==> src/rtl/imm_pkg.sv <==
// rtl/imm_pkg.sv - format codes, field positions, buffer states and result type for imm_extend_unit
package imm_pkg;

    typedef enum logic [2:0] {
        FMT_I  = 3'd0,
        FMT_D  = 3'd1,
        FMT_B  = 3'd2,
        FMT_CB = 3'd3,
        FMT_IW = 3'd4
    } fmt_e;

    typedef enum logic [1:0] {
        BUF_EMPTY = 2'd0,
        BUF_ONE   = 2'd1,
        BUF_TWO   = 2'd2
    } buf_state_e;

    localparam int IMM_MAX_W = 64;

    localparam int I_LSB  = 10;
    localparam int I_W    = 12;
    localparam int D_LSB  = 12;
    localparam int D_W    = 9;
    localparam int B_LSB  = 0;
    localparam int B_W    = 26;
    localparam int CB_LSB = 5;
    localparam int CB_W   = 19;
    localparam int IW_LSB = 5;
    localparam int IW_W   = 16;
    localparam int HW_LSB = 21;
    localparam int HW_W   = 2;

    typedef struct packed {
        logic [IMM_MAX_W-1:0] imm;
        logic                 err;
    } imm_res_t;

endpackage

==> src/rtl/imm_skid_buffer.sv <==
// rtl/imm_skid_buffer.sv - generic 2-entry valid/ready skid buffer with registered ready
module imm_skid_buffer
    import imm_pkg::*;
#(
    parameter int W = 65
) (
    input  logic         clk,
    input  logic         reset,
    input  logic         s_tvalid,
    output logic         s_tready,
    input  logic [W-1:0] s_tdata,
    output logic         m_tvalid,
    input  logic         m_tready,
    output logic [W-1:0] m_tdata
);

    buf_state_e   state, state_n;
    logic [W-1:0] main_q, main_n;
    logic [W-1:0] skid_q, skid_n;
    logic         ready_q, ready_n;
    logic         accept, pop;

    // ready is a flop; the reset gate only holds it low while reset is applied
    assign s_tready = ready_q && !reset;
    assign m_tvalid = (state != BUF_EMPTY);
    assign m_tdata  = main_q;
    assign accept   = s_tvalid && s_tready;
    assign pop      = m_tvalid && m_tready;

    always_comb begin
        state_n = state;
        main_n  = main_q;
        skid_n  = skid_q;
        case (state)
            BUF_EMPTY: begin
                if (accept) begin
                    main_n  = s_tdata;
                    state_n = BUF_ONE;
                end
            end
            BUF_ONE: begin
                if (accept && !pop) begin
                    skid_n  = s_tdata;
                    state_n = BUF_TWO;
                end else if (accept && pop) begin
                    main_n = s_tdata;
                end else if (pop) begin
                    state_n = BUF_EMPTY;
                end
            end
            BUF_TWO: begin
                if (pop) begin
                    main_n  = skid_q;
                    state_n = BUF_ONE;
                end
            end
            default: state_n = BUF_EMPTY;
        endcase
        ready_n = (state_n != BUF_TWO);
    end

    always_ff @(posedge clk) begin
        if (reset) begin
            state   <= BUF_EMPTY;
            main_q  <= '0;
            skid_q  <= '0;
            ready_q <= 1'b1;
        end else begin
            state   <= state_n;
            main_q  <= main_n;
            skid_q  <= skid_n;
            ready_q <= ready_n;
        end
    end

endmodule

==> src/rtl/imm_extend_unit.sv <==
// rtl/imm_extend_unit.sv - immediate extract/extend to DATA_W with skid-buffered output; BRANCH_SCALE_EN scales B/CB by 4
module imm_extend_unit
    import imm_pkg::*;
#(
    parameter int DATA_W = 64
) (
    input  logic              clk,
    input  logic              reset,
    input  logic              in_valid,
    output logic              in_ready,
    input  logic [31:0]       in_instr,
    input  logic [2:0]        in_fmt,
    output logic              out_valid,
    input  logic              out_ready,
    output logic [DATA_W-1:0] out_imm,
    output logic              out_err
);

    logic [I_W-1:0]       f_i;
    logic [D_W-1:0]       f_d;
    logic [B_W-1:0]       f_b;
    logic [CB_W-1:0]      f_cb;
    logic [IW_W-1:0]      f_iw;
    logic [HW_W-1:0]      hw;
    logic [6:0]           iw_top;
    logic [IMM_MAX_W-1:0] b_sext, cb_sext, b_ext, cb_ext;
    imm_res_t             res;
    logic [DATA_W:0]      enc, dec;
    logic                 unused_instr;

    assign f_i  = in_instr[I_LSB +: I_W];
    assign f_d  = in_instr[D_LSB +: D_W];
    assign f_b  = in_instr[B_LSB +: B_W];
    assign f_cb = in_instr[CB_LSB +: CB_W];
    assign f_iw = in_instr[IW_LSB +: IW_W];
    assign hw   = in_instr[HW_LSB +: HW_W];
    assign unused_instr = ^in_instr[31:26];

    // highest bit position + 1 that the shifted IW halfword would occupy
    assign iw_top = {1'b0, hw, 4'b0000} + 7'd16;

    // extension is done at 64 bits; truncating afterwards is exact for DATA_W=32
    assign b_sext  = {{(IMM_MAX_W-B_W){f_b[B_W-1]}}, f_b};
    assign cb_sext = {{(IMM_MAX_W-CB_W){f_cb[CB_W-1]}}, f_cb};

`ifdef BRANCH_SCALE_EN
    assign b_ext  = b_sext << 2;
    assign cb_ext = cb_sext << 2;
`else
    assign b_ext  = b_sext;
    assign cb_ext = cb_sext;
`endif

    always_comb begin
        res = '0;
        case (in_fmt)
            FMT_I:  res.imm = {{(IMM_MAX_W-I_W){1'b0}}, f_i};
            FMT_D:  res.imm = {{(IMM_MAX_W-D_W){f_d[D_W-1]}}, f_d};
            FMT_B:  res.imm = b_ext;
            FMT_CB: res.imm = cb_ext;
            FMT_IW: begin
                if (iw_top > 7'(DATA_W)) begin
                    res.err = 1'b1;
                end else begin
                    res.imm = {{(IMM_MAX_W-IW_W){1'b0}}, f_iw} << {hw, 4'b0000};
                end
            end
            default: res.err = 1'b1;
        endcase
    end

    assign enc = {res.err, res.imm[DATA_W-1:0]};

    generate
        if (DATA_W < IMM_MAX_W) begin : g_trunc
            logic unused_hi;
            assign unused_hi = ^res.imm[IMM_MAX_W-1:DATA_W];
        end
    endgenerate

    imm_skid_buffer #(.W(DATA_W + 1)) u_buf (
        .clk      (clk),
        .reset    (reset),
        .s_tvalid (in_valid),
        .s_tready (in_ready),
        .s_tdata  (enc),
        .m_tvalid (out_valid),
        .m_tready (out_ready),
        .m_tdata  (dec)
    );

    assign out_err = dec[DATA_W];
    assign out_imm = dec[DATA_W-1:0];

endmodule

==> config.mk <==
export PLATFORM = sky130hd
export DESIGN_NAME = imm_extend_unit
export DESIGN_NICKNAME = d
export VERILOG_FILES = /design/src/rtl/imm_pkg.sv /design/src/rtl/imm_skid_buffer.sv /design/src/rtl/imm_extend_unit.sv
export SDC_FILE = /design/constraint.sdc
export NUM_CORES = 1
export LEC_CHECK = 0
export CAP_MARGIN = 20
export CORE_MARGIN = 2
export CORE_UTILIZATION = 30
export DETAILED_ROUTE_END_ITERATION = 8
export GPL_TIMING_DRIVEN = 0
export PLACE_DENSITY_LB_ADDON = 0.25
export SLEW_MARGIN = 20
export SYNTH_ARGS = -nofsm -noshare
export SYNTH_HDL_FRONTEND = slang
export SYNTH_SLANG_ARGS = --single-unit
==> constraint.sdc <==
create_clock -name clk -period 1.91 [get_ports clk]
set_input_delay 0.191 -clock clk [delete_from_list [all_inputs] [get_ports clk]]
set_output_delay 0.191 -clock clk [all_outputs]
set_load 0.1 [all_outputs]
==> impl_table.tex, run 1 <==
\begin{tabular}{lr}
\hline
Metric & Value \\
\hline
\multicolumn{2}{l}{\textbf{Worst setup path}} \\
\quad Highest cell delay on the worst timing path & 880 ps \\
\quad Kind of cell with the highest combined delay on the critical path & buffers and inverters \\
\quad Worst Path Arrival & 1710 ps \\
\quad Critical-path cell list & dlygate4sd2\_1 \\
\quad CP Buf/Inv Count & 1 \\
\quad Critical path's slowest cell & sky130\_fd\_sc\_hd\_\_dlygate4sd2\_1 \\
\quad Launching element type of the critical path & register \\
\quad Element type at the critical path end & output pin \\
\quad Start-to-end type of the worst setup path & reg -> out \\
\quad Worst path required time & 1720 ps \\
\quad Critical-path maximum fanout & 2 \\
\multicolumn{2}{l}{\textbf{Synth}} \\
\quad Post-synth top flop & sky130\_fd\_sc\_hd\_\_dfxtp\_1 \\
\quad Yosys warning count & 0 \\
\quad Cells after Synth & 728 \\
\quad Post-synthesis cell area & 6490 µm² \\
\quad Area contributors post-synth & sky130\_fd\_sc\_hd\_\_dfxtp\_1, sky130\_fd\_sc\_hd\_\_a211oi\_1, sky130\_fd\_sc\_hd\_\_o2bb2ai\_1 \\
\quad Syn\_area\_per\_cell & 8.92 µm² \\
\quad Unique cell type count in the Yosys netlist & 51 \\
\quad Async set or reset register ratio after synthesis & 0 \\
\quad Proportion of netlist area held by the largest area contributor & 0.410 \\
\quad Sequential area share after synthesis & 0.410 \\
\quad Syn\_nets & 767 \\
\quad Number of enable flip-flop cells after synthesis & 0 \\
\quad Flip-flop and latch count after synthesis & 133 \\
\quad Top cell type by total area after synthesis & sky130\_fd\_sc\_hd\_\_dfxtp\_1 \\
\multicolumn{2}{l}{\textbf{STA}} \\
\quad Maximum clock frequency & 0.527 GHz \\
\quad WHS & 256 ps \\
\quad Number of endpoints failing setup at the final stage & 0 \\
\quad Clock period minus worst slack & 1900 ps \\
\quad Remaining max-slew budget at the tightest pin & 0.355 \\
\quad Number of max-slew violations in the final report & 0 \\
\quad Worst-Margin Slew & 971 ps \\
\quad Total negative setup slack & 0 ps \\
\quad Final cycle utilization of the critical path & 0.994 \\
\quad Number of hold-slack violations in the final timing report & 0 \\
\quad Post-Route Skew & 10.6 ps \\
\multicolumn{2}{l}{\textbf{Power}} \\
\quad Clock network power share & 0.416 \\
\quad Maximum ir drop on the vdd rail & 0.000591 V \\
\quad Proportion of total power due to net switching & 0.327 \\
\quad Total internal power & 0.00527 W \\
\quad Switching power & 0.00257 W \\
\quad Reg power frac & 0.379 \\
\quad Power Dens Cells & 946 nW/µm² \\
\quad Cell leakage power & 3.08 nW \\
\quad Power after layout & 0.00784 W \\
\quad Proportion of power drawn by combinational gates & 0.205 \\
\multicolumn{2}{l}{\textbf{Drt}} \\
\quad Number of vias after detailed routing & 6213 \\
\quad Number of remaining DRC errors & 0 \\
\quad Iteration count of the initial detailed-routing pass & 5 \\
\quad DR iter-0 viols & 588 \\
\quad Total detailed-routing wirelength & 23000 µm \\
\quad Post-detailed-route count of antenna-violating nets & 0 \\
\quad Per-cell routed wire length & 20.5 µm \\
\quad Per-cell via count in the routed design & 5.53 \\
\multicolumn{2}{l}{\textbf{Placed design}} \\
\quad Input/output buffers & 88 \\
\quad Cells after DPL & 1091 \\
\quad Placer's final routability congestion estimate & 0.885 \\
\quad HPWL Detailed & 16100 µm \\
\multicolumn{2}{l}{\textbf{GRT}} \\
\quad Total grt overflow & 0 \\
\quad Via count of the first global-routing pass & 5980 \\
\quad Total GRT Usage & 0.204 \\
\quad Pin count of the biggest net entering global routing & 17 \\
\quad Number of antenna violations at the first check in global routing & 0 \\
\quad Wire length of the first global-routing pass & 35000 µm \\
\multicolumn{2}{l}{\textbf{Floorplan}} \\
\quad Standard-cell rows & 53 \\
\quad Starting Density & 0.307 \\
\quad IO Pins & 106 \\
\quad DIE WIDTH & 151 µm \\
\quad DIE AREA & 22800 µm² \\
\quad Core area & 21200 µm² \\
\quad Die height & 151 µm \\
\multicolumn{2}{l}{\textbf{CTS}} \\
\quad TritonCTS clock tree & built \\
\quad Number of H-tree levels & 4 \\
\quad Clock latency of the later-clocked register in the worst-skew pair & 430 ps \\
\quad Clock buffer depth & 2 \\
\quad Root buffer cell & sky130\_fd\_sc\_hd\_\_clkbuf\_16 \\
\quad Clock buffer count from CTS & 17 \\
\quad Total number of clock tree sinks & 133 \\
\quad Clock-pin slew on the worst setup and hold paths & 60 ps \\
\multicolumn{2}{l}{\textbf{Final layout}} \\
\quad Area delta synth->final & 27.7\% \\
\quad Antenna Diode Count & 0 \\
\quad Area used by sequential logic in the layout & 2670 µm² \\
\quad Final standard cell count with taps included and fillers excluded & 1124 \\
\quad Multi-input gate area & 3350 µm² \\
\quad Filler cell count & 2221 \\
\quad Layout cells sized above 1 & 0.141 \\
\quad Final net count & 876 \\
\multicolumn{2}{l}{\textbf{Status}} \\
\quad Run status & finished, final reports clean \\
\multicolumn{2}{l}{\textbf{Worst hold path}} \\
\quad Hold Crit Class & in -> reg \\
\multicolumn{2}{l}{\textbf{Flow run}} \\
\quad Max-cap check violation count & 0 \\
\hline
\end{tabular}
==> cells by family (layout without fill, tap and decap cells) <==
logic type,count (synthesis),in the layout,synth area share
AND/OR/NAND/NOR,196,196,0.164
buffers and inverters,101,222,0.0777
flip-flops,133,133,0.410
AO/OA/AOI/OAI,280,280,0.319
multiplexers,18,18,0.0299
==> cell usage after synthesis, drive strengths merged (14+ instances only) <==
cell type,n
nand3b,26
mux2i,16
a211oi,104
clkbuf,45
nand2,14
o21ai,59
o2bb2ai,49
a22oi,14
o211ai,14
buf,51
nor3,46
nor2,79
dfxtp,133
==> path summary, 6_finish.rpt <==
kind	start	endpoint	slack (ps)	cells past startpoint
worst min register to register	u_buf.m_tdata[5]$_SDFFE_PP0P_	u_buf.m_tdata[5]$_SDFFE_PP0P_	460	2
worst max-delay path	u_buf.m_tdata[30]$_SDFFE_PP0P_	out_imm[30]	10	1
worst max register to register	u_buf.state[0]$_SDFF_PP0_	u_buf.skid_q[58]$_SDFFE_PP0N_	70	6
worst min-delay path	in_instr[10]	u_buf.m_tdata[37]$_SDFFE_PP0P_	260	3
==> per-layer routing <==
| metal | GRT usage | routed length (µm) | vias up |
|---|---|---|---|
| met3 | 0.0455 | 1610 | 26 |
| met1 | 0.290 | 11000 | 2985 |
| li1 | - | - | 2976 |
| met4 | 0.0523 | 314 | 0 |
| met2 | 0.312 | 10100 | 226 |
| met5 | 0 | 0 | - |
==> what timing repair did <==
action,4_1_cts,5_1_grt
hold buffers,0,0
endpoints found under the hold margin,0,0
setup buffers,2,0
pin swaps,1,0
gates resized for setup,77,32
setup endpoints to repair,111,106
==> stage by stage <==
| step | util | cell area [µm²] | setup WS (ps) |
|---|---|---|---|
| final | 0.392 | 8290 | 11.9 |
| after global routing | 0.392 | 8290 | -0.108 |
| after CTS | 0.390 | 8250 | -191 |
| after detailed placement | 0.365 | 7720 | -895 |
| after global placement | 0.365 | 7720 | -883 |
| after floorplan | - | 6490 | 369 |
==> sequential cells by signal (all words and copies together), names as in the netlist <==
signal / count
u_buf.m_tdata: 65
u_buf.state: 2
u_buf.skid_q: 65
u_buf.ready_q: 1
==> placed cells by master, fill, tap and decap left out, types with 3 or more instances in the layout <==
cell	instances
sky130_fd_sc_hd__o41ai_1	4
sky130_fd_sc_hd__dlygate4sd2_1	65
sky130_fd_sc_hd__buf_4	15
sky130_fd_sc_hd__nor2_1	75
sky130_fd_sc_hd__inv_1	5
sky130_fd_sc_hd__a22oi_1	14
sky130_fd_sc_hd__dfxtp_1	131
sky130_fd_sc_hd__a221oi_1	7
sky130_fd_sc_hd__o211ai_1	14
sky130_fd_sc_hd__buf_2	32
sky130_fd_sc_hd__clkbuf_16	17
sky130_fd_sc_hd__clkbuf_1	32
sky130_fd_sc_hd__nor2b_1	3
sky130_fd_sc_hd__nand2b_1	6
sky130_fd_sc_hd__a211o_1	4
sky130_fd_sc_hd__clkinvlp_4	4
sky130_fd_sc_hd__clkbuf_4	4
sky130_fd_sc_hd__clkbuf_2	11
sky130_fd_sc_hd__clkinv_2	3
sky130_fd_sc_hd__mux2i_1	15
sky130_fd_sc_hd__a211oi_1	103
sky130_fd_sc_hd__o2bb2ai_1	49
sky130_fd_sc_hd__nand4b_1	10
sky130_fd_sc_hd__a21oi_1	11
sky130_fd_sc_hd__buf_6	4
sky130_fd_sc_hd__nand2_1	14
sky130_fd_sc_hd__o21ai_0	58
sky130_fd_sc_hd__clkdlybuf4s50_1	21
sky130_fd_sc_hd__clkinv_4	3
sky130_fd_sc_hd__a311oi_1	5
sky130_fd_sc_hd__nor3_1	46
sky130_fd_sc_hd__nand3b_1	26
==> power by group through the flow <==
stage | clock network [W] | logic, W | registers [W]
global route | 0.00344 | 0.00169 | 0.00298
CTS | 0.00331 | 0.00159 | 0.00297
detailed placement | 0 | 0.00164 | 0.00303
finish | 0.00326 | 0.00161 | 0.00297
global placement | 0 | 0.00164 | 0.00304
floorplan | 0 | 0.000585 | 0.00362
==> area by class of cell <==
type | count | area share
inverter | 5 | 0.00226
buffer | 96 | 0.0622
clock inverter | 12 | 0.0158
multi-input combinational | 494 | 0.404
tap | 275 | 0.0415
sequential | 133 | 0.321
timing repair buffer | 90 | 0.0981
clock buffer | 19 | 0.0546
(Power assumes the default switching activity.)
==> run 2, diff against run 1 <==
--- a/config.mk
+++ b/config.mk
@@ -15,3 +15,4 @@
 export SYNTH_ARGS = -nofsm -noshare
 export SYNTH_HDL_FRONTEND = slang
 export SYNTH_SLANG_ARGS = --single-unit
+export TNS_END_PERCENT = 20
==> run 2 against run 1 <==
  * Fmax increased by 0.15%
  * Sequential power about the same
  * Combinational power about the same
  * Global-route usage about the same
  * Flip-flop and latch count unchanged
  * Hold slack improved by 1.6 ps
==> impl_table.tex, run 2 (synthesized netlist as in run 1, its figures left out) <==
\begin{tabular}{lr}
\hline
Metric & Value \\
\hline
\multicolumn{2}{l}{\textbf{GRT}} \\
\quad Wire length of the first global-routing pass & 34900 µm (-0.24\%) \\
\quad Pin count of the biggest net entering global routing & 17 (unchanged) \\
\quad Via count of the first global-routing pass & 5984 (+0.067\%) \\
\quad Total grt overflow & 0 (unchanged) \\
\quad Total GRT Usage & 0.204 (-0.000446) \\
\quad Number of antenna violations at the first check in global routing & 0 (unchanged) \\
\multicolumn{2}{l}{\textbf{Final layout}} \\
\quad Final net count & 875 (-0.11\%) \\
\quad Most common cell after layout, fill and taps aside & sky130\_fd\_sc\_hd\_\_dfxtp\_1 \\
\quad Antenna Diode Count & 0 (unchanged) \\
\quad Most frequent cells in the layout & sky130\_fd\_sc\_hd\_\_dfxtp\_1, sky130\_fd\_sc\_hd\_\_a211oi\_1, sky130\_fd\_sc\_hd\_\_nor2\_1 \\
\quad Layout cells sized above 1 & 0.137 (-0.00455) \\
\quad Final design utilization & 0.392 (about the same) \\
\quad Filler cell count & 2223 (+0.090\%) \\
\quad Area delta synth->final & 27.8\% (about the same) \\
\multicolumn{2}{l}{\textbf{STA}} \\
\quad Number of endpoints failing setup at the final stage & 0 (unchanged) \\
\quad Clock period minus worst slack & 1900 ps (-2.86 ps) \\
\quad Number of max-slew violations in the final report & 0 (unchanged) \\
\quad Worst-Margin Slew & 971 ps (-0.0130 ps) \\
\quad Post-Route Skew & 13.1 ps (+2.54 ps) \\
\quad WHS & 257 ps (+1.58 ps) \\
\quad Number of hold-slack violations in the final timing report & 0 (unchanged) \\
\quad Final cycle utilization of the critical path & 0.992 (-0.00150) \\
\quad Setup repair after global routing missed its margin & true \\
\quad Maximum clock frequency & 0.528 GHz (+0.15\%) \\
\quad Remaining max-slew budget at the tightest pin & 0.355 (about the same) \\
\multicolumn{2}{l}{\textbf{Worst setup path}} \\
\quad Highest cell delay on the worst timing path & 880 ps (about the same) \\
\quad Launching element type of the critical path & register \\
\quad Critical path's slowest cell & sky130\_fd\_sc\_hd\_\_dlygate4sd2\_1 \\
\quad Worst Path Arrival & 1700 ps (about the same) \\
\quad Element type at the critical path end & output pin \\
\quad Kind of cell with the highest combined delay on the critical path & buffers and inverters \\
\quad Critical-path maximum fanout & 2 (unchanged) \\
\quad Start-to-end type of the worst setup path & reg -> out \\
\quad CP Buf/Inv Count & 1 (unchanged) \\
\quad Critical-path cell list & dlygate4sd2\_1 \\
\quad Worst path required time & 1720 ps (about the same) \\
\multicolumn{2}{l}{\textbf{Drt}} \\
\quad Per-cell routed wire length & 20.4 µm (-0.15\%) \\
\quad Number of remaining DRC errors & 0 (unchanged) \\
\quad Total detailed-routing wirelength & 22900 µm (-0.24\%) \\
\quad Iteration count of the initial detailed-routing pass & 5 (unchanged) \\
\quad Per-cell via count in the routed design & 5.57 (+0.78\%) \\
\quad Number of vias after detailed routing & 6256 (+0.69\%) \\
\quad DR iter-0 viols & 542 (-7.8\%) \\
\quad Post-detailed-route count of antenna-violating nets & 0 (unchanged) \\
\multicolumn{2}{l}{\textbf{CTS}} \\
\quad Clock buffer depth & 2 (unchanged) \\
\quad TritonCTS clock tree & built \\
\quad Total number of clock tree sinks & 133 (unchanged) \\
\quad CTS Hold Buffers Added & 0 (unchanged) \\
\quad Root buffer cell & sky130\_fd\_sc\_hd\_\_clkbuf\_16 \\
\quad Clock-pin slew on the worst setup and hold paths & 60 ps (about the same) \\
\quad Number of H-tree levels & 4 (unchanged) \\
\quad Clock latency of the later-clocked register in the worst-skew pair & 430 ps (about the same) \\
\quad Clock buffer count from CTS & 17 (unchanged) \\
\multicolumn{2}{l}{\textbf{Flow run}} \\
\quad Max-cap check violation count & 0 (unchanged) \\
\multicolumn{2}{l}{\textbf{Floorplan}} \\
\quad Die height & 151 µm (unchanged) \\
\quad Core area & 21200 µm² (unchanged) \\
\quad DIE AREA & 22800 µm² (unchanged) \\
\quad Starting Density & 0.307 (unchanged) \\
\quad Standard-cell rows & 53 (unchanged) \\
\quad DIE WIDTH & 151 µm (unchanged) \\
\quad IO Pins & 106 (unchanged) \\
\multicolumn{2}{l}{\textbf{Status}} \\
\quad Run status & finished, final reports clean \\
\multicolumn{2}{l}{\textbf{Placed design}} \\
\quad HPWL Detailed & 16100 µm (unchanged) \\
\quad Placer's final routability congestion estimate & 0.885 (unchanged) \\
\quad Input/output buffers & 88 (unchanged) \\
\multicolumn{2}{l}{\textbf{Power}} \\
\quad Maximum ir drop on the vdd rail & 0.000585 V (-0.90\%) \\
\quad Cell leakage power & 3.07 nW (-0.29\%) \\
\quad Power Dens Cells & 945 nW/µm² (-0.10\%) \\
\multicolumn{2}{l}{\textbf{Worst hold path}} \\
\quad Hold Crit Class & in -> reg \\
\hline
\end{tabular}
## run 2: cell types whose count changed in the layout (fill, tap and decap cells not counted), sizes merged
cell	delta
buf	+1
clkbuf	-2
## run 2: final cells by class
type | count | area, µm² | area share
clock inverter | 12 | 131 | 0.0158
sequential | 133 | 2670 | 0.321
inverter | 5 | 18.8 | 0.00226
tap | 275 | 344 | 0.0415
buffer | 96 | 513 | 0.0619
clock buffer | 19 | 453 | 0.0546
timing repair buffer | 89 | 818 | 0.0987
multi-input combinational | 494 | 3350 | 0.404
## run 2: path summary, 6_finish.rpt
check | from | to | slack [ps] | cells past startpoint
setup / recovery | u_buf.m_tdata[30]$_SDFFE_PP0P_ | out_imm[30] | 10 | 1
hold / removal | in_instr[10] | u_buf.m_tdata[37]$_SDFFE_PP0P_ | 260 | 3
hold reg to reg | u_buf.m_tdata[23]$_SDFFE_PP0P_ | u_buf.m_tdata[23]$_SDFFE_PP0P_ | 460 | 2
setup reg to reg | u_buf.state[1]$_SDFF_PP0_ | u_buf.skid_q[5]$_SDFFE_PP0N_ | 60 | 5
## run 2: power by group
part	internal, W	total [W]	switching, W
logic	0.000396	0.00161	0.00121
registers	0.00290	0.00297	0.0000714
clock network	0.00198	0.00325	0.00128
total	0.00528	0.00784	0.00256
## run 2: through the flow
stage / instance area, µm² / worst slack [ps] / TNS, ps / std cells / total power [W]
after floorplan: 6490 / 369 / 0 / 728 / 0.00421
after detailed placement: 7720 / -895 / -35980 / 1091 / 0.00467
after global routing: 8290 / -19.1 / -44.9 / 1123 / 0.00812
after CTS: 8240 / -191 / -191 / 1122 / 0.00787
after global placement: 7720 / -883 / -36940 / 1091 / 0.00467
final: 8290 / 14.8 / 0 / 1123 / 0.00784
## run 2: routing by layer
layer / vias to the layer above / wire length [µm] / global-route usage
met5: - / 0 / 0
met3: 25 / 1540 / 0.0455
met2: 248 / 10100 / 0.310
met4: 0 / 325 / 0.0547
li1: 2973 / - / -
met1: 3010 / 11000 / 0.290
## run 2: what timing repair did
item / in CTS / in global routing
setup buffers: 0 / 1
gates resized for setup: 78 / 25
endpoints found under the setup margin: 111 / 114
hold endpoints to repair: 0 / 0
cloned: 0 / 0
pin swaps: 0 / 1
==> run 3, diff against run 2 <==
--- a/config.mk
+++ b/config.mk
@@ -8,6 +8,7 @@
 export CAP_MARGIN = 20
 export CORE_MARGIN = 2
 export CORE_UTILIZATION = 30
+export CTS_CLUSTER_DIAMETER = 200
 export DETAILED_ROUTE_END_ITERATION = 8
 export GPL_TIMING_DRIVEN = 0
 export PLACE_DENSITY_LB_ADDON = 0.25
@@ -15,4 +16,4 @@
 export SYNTH_ARGS = -nofsm -noshare
 export SYNTH_HDL_FRONTEND = slang
 export SYNTH_SLANG_ARGS = --single-unit
-export TNS_END_PERCENT = 20
+export TNS_END_PERCENT = 1
==> run 3 against run 2 <==
  * Die area unchanged
  * Fmax fell by 0.33%
  * Sequential power about the same
  * Highest routed layer unchanged
  * Cell count barely moved
  * Non-clock buffer count shrank 1
  * Critical path depth is the same
==> impl_table.tex, run 3 (synthesized netlist as in run 1, its figures left out) <==
\begin{tabular}{lr}
\hline
Metric & Value \\
\hline
\multicolumn{2}{l}{\textbf{Status}} \\
\quad Run status & finished, final reports clean \\
\multicolumn{2}{l}{\textbf{GRT}} \\
\quad Total GRT Usage & 0.204 (unchanged) \\
\quad Pin count of the biggest net entering global routing & 17 (unchanged) \\
\quad Wire length of the first global-routing pass & 34900 µm (unchanged) \\
\quad Via count of the first global-routing pass & 5984 (unchanged) \\
\quad Number of antenna violations at the first check in global routing & 0 (unchanged) \\
\quad Total grt overflow & 0 (unchanged) \\
\multicolumn{2}{l}{\textbf{Drt}} \\
\quad Number of vias after detailed routing & 6226 (-0.48\%) \\
\quad Per-cell via count in the routed design & 5.55 (-0.39\%) \\
\quad Number of remaining DRC errors & 0 (unchanged) \\
\quad DR iter-0 viols & 617 (+14\%) \\
\quad Iteration count of the initial detailed-routing pass & 5 (unchanged) \\
\quad Per-cell routed wire length & 20.4 µm (about the same) \\
\quad Total detailed-routing wirelength & 22900 µm (about the same) \\
\quad Post-detailed-route count of antenna-violating nets & 0 (unchanged) \\
\multicolumn{2}{l}{\textbf{CTS}} \\
\quad Buffers inserted by post-CTS timing repair & 0 (unchanged) \\
\quad Total number of clock tree sinks & 133 (unchanged) \\
\quad Clock-pin slew on the worst setup and hold paths & 60 ps (about the same) \\
\quad CTS Hold Buffers Added & 0 (unchanged) \\
\quad Clock buffer count from CTS & 17 (unchanged) \\
\quad Number of H-tree levels & 4 (unchanged) \\
\quad Clock buffer depth & 2 (unchanged) \\
\quad TritonCTS clock tree & built \\
\quad Clock latency of the later-clocked register in the worst-skew pair & 430 ps (about the same) \\
\quad Root buffer cell & sky130\_fd\_sc\_hd\_\_clkbuf\_16 \\
\multicolumn{2}{l}{\textbf{Power}} \\
\quad Total internal power & 0.00527 W (-0.14\%) \\
\quad Switching power & 0.00257 W (+0.25\%) \\
\quad Maximum ir drop on the vdd rail & 0.000584 V (-0.28\%) \\
\quad Cell leakage power & 3.06 nW (-0.33\%) \\
\quad Power Dens Cells & 947 nW/µm² (+0.26\%) \\
\quad Power after layout & 0.00783 W (about the same) \\
\quad Clock network power share & 0.416 (about the same) \\
\quad Proportion of power drawn by combinational gates & 0.204 (about the same) \\
\quad Proportion of total power due to net switching & 0.328 (+0.000848) \\
\quad Reg power frac & 0.379 (about the same) \\
\multicolumn{2}{l}{\textbf{Final layout}} \\
\quad Area delta synth->final & 27.4\% \\
\quad Area used by sequential logic in the layout & 2670 µm² (about the same) \\
\quad Most frequent cells in the layout & sky130\_fd\_sc\_hd\_\_dfxtp\_1, sky130\_fd\_sc\_hd\_\_a211oi\_1, sky130\_fd\_sc\_hd\_\_nor2\_1 \\
\quad Multi-input gate area & 3350 µm² (-0.11\%) \\
\quad Most common cell after layout, fill and taps aside & sky130\_fd\_sc\_hd\_\_dfxtp\_1 \\
\quad Antenna Diode Count & 0 (unchanged) \\
\quad Final net count & 874 (-0.11\%) \\
\quad Filler cell count & 2222 (-0.045\%) \\
\quad Final design utilization & 0.391 (-0.00107) \\
\quad Layout cells sized above 1 & 0.133 (-0.00338) \\
\multicolumn{2}{l}{\textbf{STA}} \\
\quad Worst-Margin Slew & 971 ps (+0.0389 ps) \\
\quad Post-Route Skew & 14.8 ps (+1.63 ps) \\
\quad Maximum clock frequency & 0.526 GHz (-0.33\%) \\
\quad Remaining max-slew budget at the tightest pin & 0.355 (about the same) \\
\quad Final cycle utilization of the critical path & 0.996 (+0.00329) \\
\quad Clock period minus worst slack & 1900 ps (+6.29 ps) \\
\quad Number of max-slew violations in the final report & 0 (unchanged) \\
\quad Number of hold-slack violations in the final timing report & 0 (unchanged) \\
\quad Number of endpoints failing setup at the final stage & 0 (unchanged) \\
\quad Setup repair after global routing missed its margin & true \\
\multicolumn{2}{l}{\textbf{Floorplan}} \\
\quad Core area & 21200 µm² (unchanged) \\
\quad IO Pins & 106 (unchanged) \\
\quad Die height & 151 µm (unchanged) \\
\quad DIE AREA & 22800 µm² (unchanged) \\
\quad DIE WIDTH & 151 µm (unchanged) \\
\quad Starting Density & 0.307 (unchanged) \\
\quad Standard-cell rows & 53 (unchanged) \\
\multicolumn{2}{l}{\textbf{Worst setup path}} \\
\quad Highest cell delay on the worst timing path & 880 ps (about the same) \\
\quad CP Buf/Inv Count & 1 (unchanged) \\
\quad Element type at the critical path end & output pin \\
\quad Critical-path cell list & dlygate4sd2\_1 \\
\quad Worst path required time & 1720 ps (about the same) \\
\quad Critical-path maximum fanout & 2 (unchanged) \\
\quad Launching element type of the critical path & register \\
\quad Critical path's slowest cell & sky130\_fd\_sc\_hd\_\_dlygate4sd2\_1 \\
\quad Start-to-end type of the worst setup path & reg -> out \\
\quad Worst Path Arrival & 1710 ps (about the same) \\
\quad Kind of cell with the highest combined delay on the critical path & buffers and inverters \\
\multicolumn{2}{l}{\textbf{Placed design}} \\
\quad HPWL Detailed & 16100 µm (unchanged) \\
\quad Input/output buffers & 88 (unchanged) \\
\quad Placer's final routability congestion estimate & 0.885 (unchanged) \\
\multicolumn{2}{l}{\textbf{Worst hold path}} \\
\quad Hold Crit Class & in -> reg \\
\multicolumn{2}{l}{\textbf{Flow run}} \\
\quad Max-cap check violation count & 0 (unchanged) \\
\hline
\end{tabular}
-- run 3: changes by cell type in the layout (fill, tap and decap cells not counted) --
cell	delta
sky130_fd_sc_hd__dfxtp_4	+1
sky130_fd_sc_hd__clkbuf_1	+2
sky130_fd_sc_hd__mux2i_1	+1
sky130_fd_sc_hd__clkbuf_2	-1
sky130_fd_sc_hd__mux2i_2	-1
sky130_fd_sc_hd__dfxtp_2	-1
sky130_fd_sc_hd__buf_12	-1
sky130_fd_sc_hd__buf_1	-1
-- run 3: metrics by stage --
step	worst slack (ps)	instances	setup TNS [ps]	hold slack (ps)	instance area (µm²)
6_report	8.50	1122	0	265	8270
3_3_place_gp	-883	1091	-36940	440	7720
4_1_cts	-191	1122	-191	233	8240
5_1_grt	-33.2	1122	-115	287	8270
2_1_floorplan	369	728	0	398	6490
3_5_place_dp	-895	1091	-35980	446	7720
-- run 3: timing repair --
| action | in CTS | in global routing |
|---|---|---|
| gates cloned | 0 | 0 |
| endpoints found under the setup margin | 111 | 114 |
| gates resized for setup | 78 | 22 |
-- run 3: power by group through the flow --
stage	Sequential [W]	Clock [W]	Combinational (W)
floorplan	0.00362	0	0.000585
global placement	0.00304	0	0.00164
detailed placement	0.00303	0	0.00164
CTS	0.00297	0.00331	0.00159
global route	0.00298	0.00344	0.00168
finish	0.00297	0.00326	0.00160
-- run 3: layout make-up --
cell class	count	share of cell area
inverter	5	0.00227
clock inverter	12	0.0159
multi-input combinational	494	0.405
tap	275	0.0416
timing repair buffer	88	0.0965
sequential	133	0.323
buffer	96	0.0619
clock buffer	19	0.0548
-- run 3: path summary, 6_finish.rpt --
| path | slack [ps] | to | from | depth (start not counted) |
|---|---|---|---|---|
| hold reg to reg | 460 | u_buf.m_tdata[23]$_SDFFE_PP0P_ | u_buf.m_tdata[23]$_SDFFE_PP0P_ | 2 |
| setup / recovery | 9 | out_imm[30] | u_buf.m_tdata[30]$_SDFFE_PP0P_ | 1 |
| hold / removal | 270 | u_buf.m_tdata[37]$_SDFFE_PP0P_ | in_instr[10] | 3 |
| setup reg to reg | 60 | u_buf.skid_q[58]$_SDFFE_PP0N_ | u_buf.state[0]$_SDFF_PP0_ | 6 |
-- run 3: routing by layer --
metal	track usage	vias to the layer above	wire length, µm
met4	0.0547	0	310
met3	0.0455	28	1300
met1	0.290	3012	11200
li1	-	2977	-
met5	0	-	0
met2	0.310	209	10100
